`src/rtl/bcd_xs3_sequencer.sv`:
```
// Packed BCD to Excess-3 converter: one shared 4-bit digit converter walks the
// captured word one digit per clock, then holds the result until it is consumed.
//
// state | meaning
// IDLE  | waiting for a word; start_ready high
// CONV  | converting captured digit r_idx, one per clock
// DONE  | result valid; waiting for out_ready
module bcd_xs3_sequencer #(
  parameter int DIGITS = 4
) (
  input  logic                  clk,
  input  logic                  rst_n,
  input  logic                  start_valid,
  output logic                  start_ready,
  input  logic [4*DIGITS-1:0]   bcd_in,
  output logic                  out_valid,
  input  logic                  out_ready,
  output logic [4*DIGITS-1:0]   xs3_out,
  output logic [DIGITS-1:0]     err_mask,
  output logic                  err,
  output logic                  busy
);

  localparam int IW = (DIGITS > 1) ? $clog2(DIGITS) : 1;
  localparam logic [IW-1:0] LAST_IDX = IW'(DIGITS - 1);

  typedef enum logic [1:0] {
    S_IDLE = 2'd0,
    S_CONV = 2'd1,
    S_DONE = 2'd2
  } state_t;

  state_t                r_state;
  state_t                w_next;
  logic [4*DIGITS-1:0]   r_word;
  logic [IW-1:0]         r_idx;
  logic [4*DIGITS-1:0]   r_xs3;
  logic [DIGITS-1:0]     r_mask;
  logic [3:0]            w_digit;
  logic [3:0]            w_conv;
  logic                  w_bad;
  logic                  w_accept;
  logic                  w_last;

  always_ff @(posedge clk or negedge rst_n) begin
    if (!rst_n) begin
      r_state <= S_IDLE;
    end else begin
      r_state <= w_next;
    end
  end

  always_comb begin
    w_next      = r_state;
    start_ready = 1'b0;
    out_valid   = 1'b0;
    busy        = 1'b0;
    case (r_state)
      S_IDLE: begin
        start_ready = 1'b1;
        if (start_valid) w_next = S_CONV;
      end
      S_CONV: begin
        busy = 1'b1;
        if (w_last) w_next = S_DONE;
      end
      S_DONE: begin
        busy      = 1'b1;
        out_valid = 1'b1;
        if (out_ready) w_next = S_IDLE;
      end
      default: w_next = S_IDLE;
    endcase
  end

  assign w_accept = start_valid && start_ready;
  assign w_last   = (r_idx == LAST_IDX);

  // Single shared converter fed by the digit currently indexed.
  always_comb begin
    w_digit = 4'd0;
    for (int i = 0; i < DIGITS; i++) begin
      if (r_idx == IW'(i)) w_digit = r_word[4*i +: 4];
    end
  end

  assign w_bad  = (w_digit > 4'd9);
  assign w_conv = w_bad ? 4'b1111 : (w_digit + 4'd3);

  always_ff @(posedge clk or negedge rst_n) begin
    if (!rst_n) begin
      r_word <= '0;
      r_idx  <= '0;
      r_xs3  <= '0;
      r_mask <= '0;
    end else if (w_accept) begin
      r_word <= bcd_in;
      r_idx  <= '0;
      r_mask <= '0;
    end else if (r_state == S_CONV) begin
      for (int i = 0; i < DIGITS; i++) begin
        if (r_idx == IW'(i)) begin
          r_xs3[4*i +: 4] <= w_conv;
          r_mask[i]       <= w_bad;
        end
      end
      // Index parks on the last digit rather than wrapping.
      if (!w_last) r_idx <= r_idx + IW'(1);
    end
  end

  assign xs3_out  = r_xs3;
  assign err_mask = r_mask;
  assign err      = |r_mask;

endmodule

```
`config.mk`:
```
export PLATFORM = sky130hd
export DESIGN_NAME = bcd_xs3_sequencer
export DESIGN_NICKNAME = d
export VERILOG_FILES = /design/src/rtl/bcd_xs3_sequencer.sv
export SDC_FILE = /design/constraint.sdc
export NUM_CORES = 1
export LEC_CHECK = 0
export CAP_MARGIN = 40
export CORE_UTILIZATION = 34
export DETAILED_ROUTE_END_ITERATION = 12
export GPL_TIMING_DRIVEN = 0
export SYNTH_ARGS = -nofsm -noshare
export SYNTH_HDL_FRONTEND = slang
export SYNTH_SLANG_ARGS = --single-unit
```
`constraint.sdc`:
```
create_clock -name clk -period 2.97 [get_ports clk]
set_input_delay 0.594 -clock clk [delete_from_list [all_inputs] [get_ports clk]]
set_output_delay 0.594 -clock clk [all_outputs]
set_load 0.01 [all_outputs]
```
==> metrics.txt <==
ant diodes=0; die footprint=6340 um^2; #FFs+latches synth=40; Clock Skew=0.0103 ns; crit path launch type=flip-flop; placer congestion estimate=0.785; H-Tree Depth=2; measured slew at the worst slew-check pin=0.734 ns; fin crit period=2.68 ns; clock latency on the worst-skew pair=0.30 ns; synth top area cells=dfrtp_1, nand2_1, ha_1, a31oi_1, nor2_1; Die Width=79.6 um; drt first pass iters=4; relative slew slack=0.507; initial antenna violation count=0; pre-CTS setup slack=0.0701 ns; largest area contributor in the netlist=dfrtp_1; # hold bufs at CTS=0; Period Utilization, post-route=0.903; vias per cell=4.94; Post-synth EDFFs=0; FF-to-FF setup slack=0.29 ns; layout cells sized above 1=0.0683; die height=79.6 um; Most used DFF post-synth=dfrtp_1; number of max-cap violations=0; core outline area=5640 um^2; arrival time at the worst endpoint=2.84 ns; Async S/R FF share, synth=1.00; Finish-stage setup viols=0; number of core rows=27; max-slew violations=0; endpoints failing hold=0; worst hold path class=primary input to asynchronous set/reset pin; Reg clk slew, reported paths=0.09 ns; Netlist Area Pre-Place=2050 um^2; yosys warns=0; remaining antenna violation count after routing=0; Max stage delay cell, worst path=dfrtp_1; via count=1,730; starting density of the core=0.363; sequential fraction of the synthesis area=0.488; kind of critical path=flip-flop to flip-flop; DP HPWL=3550 um; total negative slack=0 ns; outcome=finished clean; Final WS setup=0.288 ns; pin count of the biggest net entering global routing=23; Starting DRT DRC Count=115; Layout Cells excl Fill=350; Post-Syn Instances=227; Synth Net Count=256; fin nets=306; Bufs and invs on worst path=3; Clock Sink Count=40; Residual DRC=0; DR WL/cell=13.4 um; Commonest cells post-synth=nand2_1, dfrtp_1, nor2_1; Root Buffer=clkbuf_8; first-pass GRT wire length=7860 um; Leak=1.19 nW; vias in the first global route=1,635; maximum vdd drop=507 uV; CP top delay family=compound AO/OA/AOI/OAI gates; overall routing resource usage=0.162; Max stage delay on crit path=0.39 ns; Clock Tree Buf Depth=2; top-count cell post-synth=nand2_1; Mapped Avg Cell Area=9.03 um^2; CTS Buf Count=5; total grt overflow=0; final wirelength=4680 um; Ports=44; CTS tree=yes; fmax=373 MHz; Pwr Density=1190 nW/um^2; FILL cells=572; RSZ-0062 raised after global routing=false; Layout area overhead=31.9%; Final Power=0.00322 W; Unique masters post-synth=35; # placed instances=343; post-synth top area share=0.488; port bufs=43; crit path capture type=flip-flop; register area=1000 um^2; worst-path maximum fanout=9; required time worst endpoint=3.13 ns; multi-input logic area=946 um^2; CP Cell Sequence=inv_1 > ha_1 > nor2_2 > o211ai_1 > and2_1 > clkbuf_1 > inv_1 > ha_1 > nor2_1 > o211ai_2 > a31oi_1
## power by group
| group | switching (W) | internal [W] | leakage [nW] | total, W |
|---|---|---|---|---|
| logic | 0.00102 | 0.000804 | 0.658 | 0.00183 |
| registers | 0.000144 | 0.000797 | 0.479 | 0.000941 |
| clock network | 0.000200 | 0.000249 | 0.0541 | 0.000449 |
## metrics by stage
stage | instance area (um^2) | hold WS, ns | util
2_1_floorplan | 2050 | 0.298 | -
3_3_place_gp | 2570 | 0.459 | 0.456
3_5_place_dp | 2590 | 0.466 | 0.460
4_1_cts | 2700 | 0.255 | 0.479
5_1_grt | 2700 | 0.274 | 0.479
6_report | 2700 | 0.243 | 0.479
## kinds of logic after synthesis
group | synth area share
AND/OR/NAND/NOR | 0.228
AO/OA/AOI/OAI | 0.163
flip-flops | 0.488
buffers and inverters | 0.0513
adder cells (fa/ha/maj) | 0.0549
multiplexers | 0.0104
XOR/XNOR | 0.00427
## area by class of cell
class	count	share of cell area
Tap cell	72	0.0333
Clock inverter	3	0.0157
Inverter	11	0.0153
Clock buffer	5	0.0255
Timing Repair Buffer	44	0.168
Multi-Input combinational cell	163	0.350
Buffer	12	0.0222
Sequential cell	40	0.370
## registers in the layout, indices dropped and copies added, names as in the netlist
register,cells
xs3_out,16
err_mask,4
r_idx,2
r_word,16
r_state,2
## layer usage
layer | track usage | vias to the layer above | part of all wire
met5 | 0 | - | 0
met4 | 0.0491 | 0 | 0.012
met3 | 0.0377 | 6 | 0.044
met2 | 0.262 | 40 | 0.49
met1 | 0.214 | 820 | 0.46
li1 | - | 864 | -
## placed cells by master, fill, tap and decap left out, drive strengths merged, types with 2 or more instances in the layout
cell type and n:
inv 11, a21oi 2, a2bb2oi 2, a21boi 4, nand2 64, a31oi 16, nand3b 5, clkdlybuf4s50 42
and2 9, o22ai 4, o211ai 4, o21ai 6, buf 7, o31ai 4, clkbuf 12, nor2 18
dfrtp 40, ha 9, nand3 4, a22oi 2
## worst paths after layout
check | start | to | depth (start not counted)
max in group asynchronous | rst_n | r_word[13] | 2
worst min-delay path | rst_n | err_mask[0] | 1
min in group clk | r_word[3] | r_word[3] | 2
worst max-delay path | r_idx[0] | xs3_out[12] | 11
worst max register to register | r_idx[0] | xs3_out[12] | 11
worst min register to register | r_word[3] | r_word[3] | 2
## timing repair
action / in CTS / in global routing
buffers inserted: 0 / 0
endpoints found under the setup margin: 0 / 12
resized for setup: 0 / 1
Note: power is estimated with default switching activity, not from simulation.
